File: src/rtl/cpu_out_console.sv
// CPU byte-output console: FIFO-buffered bytes rendered as decimal ASCII lines.
// Emits one character per valid/ready transfer; sticky flag records dropped bytes.
module cpu_out_console #(
  parameter int DEPTH  = 8,
  parameter int ADDR_W = 3
) (
  input  logic              clk,
  input  logic              rst,
  input  logic [7:0]        data_in,
  input  logic              data_in_new,
  output logic [7:0]        char_out,
  output logic              char_valid,
  input  logic              char_ready,
  output logic [ADDR_W:0]   level,
  output logic              overflow
);

  typedef enum logic [2:0] {
    S_IDLE,
    S_HUND,
    S_TENS,
    S_ONES,
    S_NL
  } state_t;

  localparam logic [ADDR_W:0] FULL = (ADDR_W+1)'(DEPTH);
  localparam logic [7:0] ASCII_0 = 8'h30;
  localparam logic [7:0] ASCII_NL = 8'h0A;

  logic [7:0]        mem_q [DEPTH];
  logic [ADDR_W-1:0] wptr_q, wptr_d;
  logic [ADDR_W-1:0] rptr_q, rptr_d;
  logic [ADDR_W:0]   level_q, level_d;
  logic              ovf_q, ovf_d;

  state_t            state_q, state_d;
  logic [7:0]        val_q, val_d;
  logic [7:0]        tens_q, tens_d;
  logic [7:0]        ones_q, ones_d;
  logic [7:0]        char_q, char_d;
  logic              valid_q, valid_d;

  logic [7:0]        head;
  logic [7:0]        hund_c;
  logic [7:0]        rem_c;
  logic [7:0]        tens_c;
  logic [7:0]        ones_c;
  logic              pop;
  logic              push;

  assign head = mem_q[rptr_q];
  assign pop  = (state_q == S_IDLE) && (level_q != '0);
  assign push = data_in_new && ((level_q != FULL) || pop);

  // Split the head byte into decimal digits so the first character
  // can be registered on the same edge that pops it.
  always_comb begin
    hund_c = 8'd0;
    rem_c  = head;
    if (head >= 8'd200) begin
      hund_c = 8'd2;
      rem_c  = head - 8'd200;
    end else if (head >= 8'd100) begin
      hund_c = 8'd1;
      rem_c  = head - 8'd100;
    end
    tens_c = rem_c / 8'd10;
    ones_c = rem_c % 8'd10;
  end

  // FIFO pointer, occupancy and overflow next-state.
  always_comb begin
    wptr_d  = wptr_q;
    rptr_d  = rptr_q;
    level_d = level_q;
    ovf_d   = ovf_q;
    if (push) wptr_d = wptr_q + ADDR_W'(1);
    if (pop)  rptr_d = rptr_q + ADDR_W'(1);
    if (push && !pop)
      level_d = level_q + (ADDR_W+1)'(1);
    else if (pop && !push)
      level_d = level_q - (ADDR_W+1)'(1);
    if (data_in_new && !push) ovf_d = 1'b1;
  end

  // Emitter FSM: pick the first significant digit, then walk down to NL.
  always_comb begin
    state_d = state_q;
    val_d   = val_q;
    tens_d  = tens_q;
    ones_d  = ones_q;
    char_d  = char_q;
    valid_d = valid_q;
    unique case (state_q)
      S_IDLE: begin
        valid_d = 1'b0;
        if (pop) begin
          val_d   = head;
          tens_d  = tens_c;
          ones_d  = ones_c;
          valid_d = 1'b1;
          if (hund_c != 8'd0) begin
            state_d = S_HUND;
            char_d  = ASCII_0 + hund_c;
          end else if (tens_c != 8'd0) begin
            state_d = S_TENS;
            char_d  = ASCII_0 + tens_c;
          end else begin
            state_d = S_ONES;
            char_d  = ASCII_0 + ones_c;
          end
        end
      end
      S_HUND: begin
        if (char_ready) begin
          state_d = S_TENS;
          char_d  = ASCII_0 + tens_q;
        end
      end
      S_TENS: begin
        if (char_ready) begin
          state_d = S_ONES;
          char_d  = ASCII_0 + ones_q;
        end
      end
      S_ONES: begin
        if (char_ready) begin
          state_d = S_NL;
          char_d  = ASCII_NL;
        end
      end
      S_NL: begin
        if (char_ready) begin
          state_d = S_IDLE;
          valid_d = 1'b0;
        end
      end
      default: begin
        state_d = S_IDLE;
        valid_d = 1'b0;
      end
    endcase
  end

  // FIFO storage; contents need no reset since level gates every read.
  always_ff @(posedge clk) begin
    if (push) mem_q[wptr_q] <= data_in;
  end

  // State register for FIFO bookkeeping and emitter.
  always_ff @(posedge clk) begin
    if (rst) begin
      wptr_q  <= '0;
      rptr_q  <= '0;
      level_q <= '0;
      ovf_q   <= 1'b0;
      state_q <= S_IDLE;
      val_q   <= 8'd0;
      tens_q  <= 8'd0;
      ones_q  <= 8'd0;
      char_q  <= 8'h00;
      valid_q <= 1'b0;
    end else begin
      wptr_q  <= wptr_d;
      rptr_q  <= rptr_d;
      level_q <= level_d;
      ovf_q   <= ovf_d;
      state_q <= state_d;
      val_q   <= val_d;
      tens_q  <= tens_d;
      ones_q  <= ones_d;
      char_q  <= char_d;
      valid_q <= valid_d;
    end
  end

  assign char_out   = char_q;
  assign char_valid = valid_q;
  assign level      = level_q;
  assign overflow   = ovf_q;

endmodule
File: config.mk
export PLATFORM = sky130hd
export DESIGN_NAME = cpu_out_console
export DESIGN_NICKNAME = d
export VERILOG_FILES = /design/src/rtl/cpu_out_console.sv
export SDC_FILE = /design/constraint.sdc
export NUM_CORES = 1
export LEC_CHECK = 0
export CAP_MARGIN = 5
export CORE_UTILIZATION = 30
export DETAILED_ROUTE_END_ITERATION = 7
export SLEW_MARGIN = 20
export SYNTH_ARGS = -nofsm -noshare
export SYNTH_HDL_FRONTEND = slang
export SYNTH_SLANG_ARGS = --single-unit
File: constraint.sdc
create_clock -name clk -period 8.3 [get_ports clk]
set_clock_uncertainty 0.2 [all_clocks]
set_input_delay 2.075 -clock clk [delete_from_list [all_inputs] [get_ports clk]]
set_output_delay 2.075 -clock clk [all_outputs]
set_load 0.01 [all_outputs]
Word level (Yosys, flattened, before mapping) --
Memories as Yosys holds them, arrays and structs flattened. A register that Yosys moved wholly into a read port is not among the register bits. Index checks and enable logic that the tools add are counted.
Storage, ports and cells: flip-flop bits (word level) 39, RAM bits 64, bits of input ports 12, output and inout port bits 14, logic and storage cells 83, memories 1
Cells by class: add/subtract/negate cells 11, $lt $le $gt $ge 2, equal/unequal tests 10, reduce and logical (&&, ||, !) cells 19, divide/modulo/power cells 2, mux-type cells 28, bitwise gates (word level) 1
Memory list:
- mem_q | words 8, bits a word 8, read ports 1, clocked after memory_dff 1, write ports 1, line 30 | logic [7:0] mem_q [DEPTH];
Operator list (count):
- 8-bit 2-to-1 mux | 8
- 6-bit by 8-bit adder with 8-bit output, first input constant | 5
- 8-bit one-hot mux with 4 select lines | 1
- 3-bit 2-to-1 mux | 7
- 8-bit nonzero test | 2
- 3-bit one-hot mux with 5 select lines | 1
- 2-bit != test, second input constant | 5
- 5-bit AND reduction | 2
- 8-bit by 4-bit divider with 8-bit output, second input constant | 1
- 8-bit by 7-bit >= comparator with 1-bit output, second input constant | 1
- 8-bit >= comparator, second input constant | 1
- 8-bit by 4-bit remainder unit with 8-bit output, second input constant | 1
- 4-bit 2-to-1 mux | 2
- 4-bit nonzero test | 2
- 8-bit by 7-bit subtractor with 8-bit output, second input constant | 1
- 8-bit subtractor, second input constant | 1
- 3-bit by 1-bit adder with 3-bit output, second input constant | 2
- 3-bit by 2-bit == test with 1-bit output, second input constant | 2
- 1-bit 2-to-1 mux | 6
- 1-bit logical AND | 5
- 4-bit by 1-bit adder with 4-bit output, second input constant | 1
- 2-bit 2-to-1 mux | 2
- 4-bit != test, second input constant | 1
- 2-bit AND reduction | 2
- other kinds (10) | 11

Logic depth before layout (Yosys ltp) --
Gate-level depths: netlist (run 1).
depth in word-level cells 9, gate-level depth with buffers 25, gate-level depth less buffers 21

Worst setup path after synthesis (run 1) --
Ideal clock, no wire load.
path kind register to register, from register (tool-made name), to register ones_q[3], setup time 91 ps, data required time 8009 ps, buffers on the path 3, clock period less this slack 5322 ps, data arrival time 5031 ps, slack 2978 ps, stages on the path, launching flop included 23, cells stage by stage dfxtp_1 -> clkbuf_1 -> buf_2 -> mux4_2 -> mux2i_1 -> inv_1 -> ha_1 -> a311o_1 -> a31oi_4 -> nor2_2 -> a22oi_1 -> xnor2_1 -> ha_1 -> nand3_1 -> a31oi_1 -> or4_1 -> clkbuf_1 -> o31ai_1 -> a21oi_1 -> a21boi_1 -> ha_1 -> or3_1 -> a311oi_1
RTL lines:
- end signal: assignment | line 171 | ones_q <= ones_d;
- end: declaration | line 39 | logic [7:0] ones_q, ones_d;

==> results of run 1 <==
final cells by class:
cell class / instances / area [um2]
inverters: 10 / 37.5
multi-input cells: 360 / 2780
clock inverters: 7 / 100
repair buffers: 29 / 280
well taps: 229 / 287
flip-flops and latches: 103 / 2700
fillers: 1769 / 11700
clock buffers: 9 / 225
critical path, stage by stage (launching register included):
cell and delay, ns:
dfxtp_1 0.92, mux4_2 0.60, mux2i_1 0.42, ha_1 0.33, inv_1 0.10, a311o_1 0.36
a31oi_4 0.33, nor2_2 0.11, a22oi_1 0.19, xnor2_1 0.14, ha_1 0.18, nand3_1 0.07
a31oi_1 0.31, or4_1 0.36, o31ai_1 0.15, a21oi_1 0.40, a21boi_1 0.19, ha_1 0.24
or3_1 0.37, a311oi_1 0.24
sequential cells by signal, indices dropped and copies added, names as in the netlist, named ones only:
name,flops
tens_q,5
rptr_q,3
level,4
overflow,1
char_out,8
wptr_q,3
char_valid,1
mem_q,64
ones_q,8
state_q,3
synthesized netlist by cell type (6+ instances only):
| library cell | number |
|---|---|
| mux2i_1 | 9 |
| nand3_1 | 10 |
| ha_1 | 15 |
| nand2_1 | 35 |
| nor3_1 | 11 |
| or3_1 | 6 |
| nor2_1 | 51 |
| o21ai_0 | 17 |
| mux4_2 | 16 |
| a31oi_1 | 8 |
| inv_1 | 8 |
| xnor2_1 | 9 |
| a21oi_1 | 22 |
| nand2b_1 | 6 |
| clkbuf_1 | 15 |
| dfxtp_1 | 39 |
| nor4_1 | 7 |
| edfxtp_1 | 64 |
| a211oi_1 | 15 |
| o21ai_1 | 6 |
per-stage QoR:
step                      hold slack (ns)  instances  instance area [um2]  util [%]
final                               0.252        747                 6410      35.3
after floorplan                     0.236        499                 5630         -
after global placement              0.240        731                 6080      33.5
after CTS                           0.254        747                 6410      35.3
after global routing                0.281        747                 6410      35.3
after detailed placement            0.244        731                 6080      33.5
worst max-delay path by stage:
stage / slack (ns) / to / cells past startpoint
final: 1.99 / ones_q[3] / 19
after detailed placement: 1.96 / ones_q[3] / 19
after CTS: 1.94 / ones_q[3] / 19
after global placement: 2.16 / ones_q[3] / 19
after floorplan: 2.98 / ones_q[3] / 22
after global routing: 1.36 / ones_q[3] / 19
logic make-up (layout without fill, tap and decap cells):
family          after synthesis  count (layout)  synth area share (%)
simple gates                164             164                  15.0
other cells                   1               1                0.0666
buf+inv                      36              55                  3.04
flops                       103             103                  48.0
mux                          34              34                  10.8
fa+ha+maj                    16              16                  3.69
xor+xnor                     13              13                  2.16
compound gates              132             132                  17.2
layer usage:
metal  vias to the layer above  share of wire [%]  wire (um)
met2                       102                 48       6090
met1                      2012                 46       5920
met5                         -                  0          0
li1                       1962                  -          -
met3                        20                4.0        508
met4                         0                1.7        221
==> results.py, run 1 <==
metrics = {
    "status": {
        "outcome": "complete, but fails checks",
        "violations": "DRC",
    },
    "min_path": {
        "hold-path-cell-count": 2,
        "hp-class": "reg2reg",
        "whs_endpoint": "char_out[7]",
        "min_from": "char_out[7]",
    },
    "route": {
        "via_count": 4096,
        "vias_per_cell": 5.48,
        "first_pass_iters": 7,
        "drc": 1,
        "postRouteAntennaNets": 0,
        "wl_per_cell_um": 17.1,
        "drt_iter0_drc": 385,
        "routed_wirelength_um": 12700,
    },
    "logic_synthesis": {
        "synth.distinct_cells": 89,
        "yosys_warnings": 0,
        "synthCells": 499,
        "synth_nets": 527,
        "synth_top_area_share_pct": 34.1,
        "syn_area_um2": 5630,
        "ys_seq_area_share_pct": 48.0,
        "synth-edff-count": 64,
        "synth_top_cell_by_area": "edfxtp_1",
        "yosys-top-cells-area": "edfxtp_1, dfxtp_1, mux4_2, nor2_1, ha_1",
        "async_flop_share_pct": 0,
        "syn_area_per_cell_um2": 11.3,
        "ys.flop_type": "edfxtp_1",
        "ys_seq_elements": 103,
    },
    "setup_path": {
        "reg2reg_slack_ns": 1.99,
        "rr_endpoint": "ones_q[3]",
        "arrival_ns": 6.37,
        "start_kind": "flop",
        "r2r_cells": 19,
        "critical_path_required_ns": 8.36,
        "crit_type": "reg2reg",
        "crit_fanout": 13,
        "end_kind": "flop",
    },
    "finish": {
        "final_net_count": 541,
        "final_common_cell": "edfxtp_1",
        "antenna_cells": 0,
        "area_growth_syn_to_layout_pct": 13.8,
        "final_cell_mix": "edfxtp_1, nor2_1, dfxtp_1",
        "drive_gt1_share_pct": 14.5,
    },
    "grt": {
        "antenna_found_initial": 0,
        "met3_usage_pct": 2.45,
        "track_usage_pct": 13.6,
        "overflow": 0,
        "grt_pass1_wl_um": 21000,
        "use_met1_pct": 18.2,
        "grt_util_met2_pct": 22.3,
        "grt_max_degree": 42,
        "grt_pass1_vias": 3947,
        "grt-busiest-layer": "met2",
    },
    "floorplan": {
        "start_util_pct": 31.0,
        "core_um2": 18100,
        "die_width_um": 139,
        "rows": 49,
        "dieHeight_um": 139,
        "die-area_um2": 19300,
        "io_pins": 26,
    },
    "place": {
        "dpl.hpwl_um": 8890,
        "place_congestion": 0.835,
        "numPortBuffers": 25,
        "post-place-ws_ns": 1.96,
    },
    "sta": {
        "worst_slew_pin_slew_ns": 0.979,
        "worst_slack_ns": 1.99,
        "timing.slew.headroom_pct": 34.5,
        "rsz0062_at_grt": "no",
        "tns_ns": 0,
        "final-setup-viol-count": 0,
        "max_freq_mhz": 159,
        "hold_viol_final": 0,
        "period_share_pct": 76.0,
        "period_minus_slack_ns": 6.31,
        "slew_viol_final": 0,
    },
    "clock_network": {
        "cts_tree": "built",
        "cts_sinks": 103,
        "cts-buffers-inserted": 9,
        "cts-root-buf": "clkbuf_16",
        "post-cts-setup-buffers": 0,
        "post_cts_resize_count": 0,
        "clkLatencyLatePin_ns": 0.35,
        "path_clk_slew_ns": 0.07,
        "cts_max_level": 3,
        "clockBufferDepth": 2,
        "postCtsHoldBufs": 0,
    },
    "flow_run": {
        "max-cap-violations": 0,
    },
}
Power of run 1 is not shown: default switching activity piles up to over one toggle a cycle in this logic, so the estimate is an artifact.
==> inputs of run 2 (changes only) <==
==> constraint.sdc (replaced) <==
create_clock -name clk -period 6 [get_ports clk]
set_clock_uncertainty 0.2 [all_clocks]
set_input_delay 1.5 -clock clk [delete_from_list [all_inputs] [get_ports clk]]
set_output_delay 1.5 -clock clk [all_outputs]
set_load 0.01 [all_outputs]
==> run 2 against run 1 <==
The flow still finishes with violations (DRC); utilization rose by 0.37 points; critical endpoint unchanged; worst setup slack got worse by 1.5 ns; die area did not move; worst hold slack improved by 0.0070 ns; first-iteration DRC count rose by 4.9%; highest routed layer unchanged; non-clock buffer count rose by 9; global-route usage barely moved.
==> results.py, run 2 (synthesis gave the netlist of run 1 again) <==
metrics = {
    "setup_path": {
        "cp_common_cell": "ha_1",
        "end_kind": "flop",
        "timing.critical_path.cells": "mux4_2 > mux2i_2 > ha_1 > inv_1 > a311o_1 > a31oi_4 > nor2_2 > a22oi_1 > xnor2_1 > ha_1 > nand3_1 > a31oi_1 > nor4_4 > o21ai_0 > a211oi_1 > a21oi_1 > a21boi_1 > ha_1 > or3_1 > a311oi_1",
        "worst_path_largest_cell_delay_ns": 0.66,
        "r2r_cells": 20,
        "crit_end": "ones_q[3]",
        "start_kind": "flop",
        "reg2reg_slack_ns": 0.48,
        "crit_fanout": 11,
        "cp_slowest_cell": "dfxtp_1",
        "worst-path-buf-inv": 1,
        "arrival_ns": 5.59,
        "critical_path_required_ns": 6.07,
        "crit_type": "reg2reg",
        "rr_endpoint": "ones_q[3]",
        "cp_num_cells": 20,
        "critPathTopFamily": "compound AO/OA/AOI/OAI gates",
    },
    "clock_network": {
        "postCtsHoldBufs": 0,
        "cts_sinks": 103,
        "clockBufferDepth": 2,
        "path_clk_slew_ns": 0.07,
        "cts-root-buf": "clkbuf_16",
        "cts-buffers-inserted": 9,
        "cts_tree": "built",
        "clkLatencyLatePin_ns": 0.35,
        "cts_max_level": 3,
    },
    "finish": {
        "final_area_um2": 6480,
        "largest_register_ffs": 64,
        "area_growth_syn_to_layout_pct": 15.0,
        "largest-register": "mem_q",
        "final_net_count": 550,
        "seqCellArea_um2": 2710,
        "antenna_cells": 0,
        "drive_gt1_share_pct": 16.5,
        "multi_input_area_um2": 2790,
        "num-fill-cells": 1801,
        "final_common_cell": "edfxtp_1",
        "final_cell_mix": "edfxtp_1, nor2_1, dfxtp_1",
    },
    "route": {
        "vias_per_cell": 5.46,
        "drc": 1,
        "wl_per_cell_um": 17.0,
        "first_pass_iters": 8,
        "drt_iter0_drc": 404,
        "postRouteAntennaNets": 0,
        "routed_wirelength_um": 12800,
        "via_count": 4131,
    },
    "floorplan": {
        "rows": 49,
        "die-area_um2": 19300,
        "start_util_pct": 31.0,
        "dieHeight_um": 139,
        "die_width_um": 139,
        "core_um2": 18100,
        "io_pins": 26,
    },
    "place": {
        "place_congestion": 0.908,
        "numPortBuffers": 25,
        "dpl.hpwl_um": 9050,
        "placed_area_um2": 6130,
    },
    "sta": {
        "tns_ns": 0,
        "period_minus_slack_ns": 5.52,
        "hold_viol_final": 0,
        "worst_slew_pin_slew_ns": 0.902,
        "timing.slew.headroom_pct": 39.6,
        "max_freq_mhz": 181,
        "slew_viol_final": 0,
        "final-setup-viol-count": 0,
        "period_share_pct": 92.0,
        "rsz0062_at_grt": "no",
    },
    "flow_run": {
        "max-cap-violations": 0,
    },
    "grt": {
        "grt_pass1_wl_um": 20800,
        "grt_max_degree": 42,
        "grt_pass1_vias": 3996,
        "antenna_found_initial": 0,
        "overflow": 0,
        "met3_usage_pct": 2.69,
        "grt-busiest-layer": "met2",
        "grt_util_met2_pct": 22.9,
        "track_usage_pct": 13.6,
        "use_met1_pct": 17.2,
    },
    "min_path": {
        "hp-class": "reg2reg",
        "min_from": "char_out[5]",
    },
    "status": {
        "violations": "DRC",
        "outcome": "complete, but fails checks",
    },
}
==> run 2: worst min-delay path by stage <==
stage | endpoint | slack [ns] | cells after the start
floorplan | tens_q[1] | 0.24 | 2
global placement | char_out[7] | 0.25 | 2
detailed placement | char_out[5] | 0.25 | 2
CTS | char_out[5] | 0.26 | 2
global route | char_out[5] | 0.27 | 2
finish | char_out[5] | 0.26 | 2
==> run 2: through the flow <==
stage	hold WS [ns]	std cells	setup WS [ns]	util (%)
5_1_grt	0.271	756	0.111	35.7
6_report	0.259	756	0.480	35.7
3_5_place_dp	0.247	738	0.238	33.8
2_1_floorplan	0.236	499	0.678	-
4_1_cts	0.257	754	0.229	35.5
3_3_place_gp	0.245	738	0.398	33.8
==> run 2: what timing repair did <==
item | in CTS | in global routing
buffers inserted | 0 | 2
resized for setup | 0 | 3
endpoints found under the setup margin | 0 | 7
==> run 2: routing by layer <==
metal	share of wire [%]	vias to the layer above
met5	0	-
met4	1.9	0
met3	4.6	21
met2	50	137
met1	44	1991
li1	-	1982
==> run 2: tightest hold or removal path: stages, from the launching register on <==
cell,delay [ns]
dfxtp_1,0.31
nand2_1,0.05
a21oi_1,0.05
==> run 2: area by class of cell <==
class | count | area share (%)
multi-input cells | 360 | 43.0
flip-flops and latches | 103 | 41.8
repair buffers | 38 | 5.37
well taps | 229 | 4.42
clock buffers | 9 | 3.48
clock inverters | 7 | 1.35
inverters | 10 | 0.580
Power of run 2 is left out for the same reason.
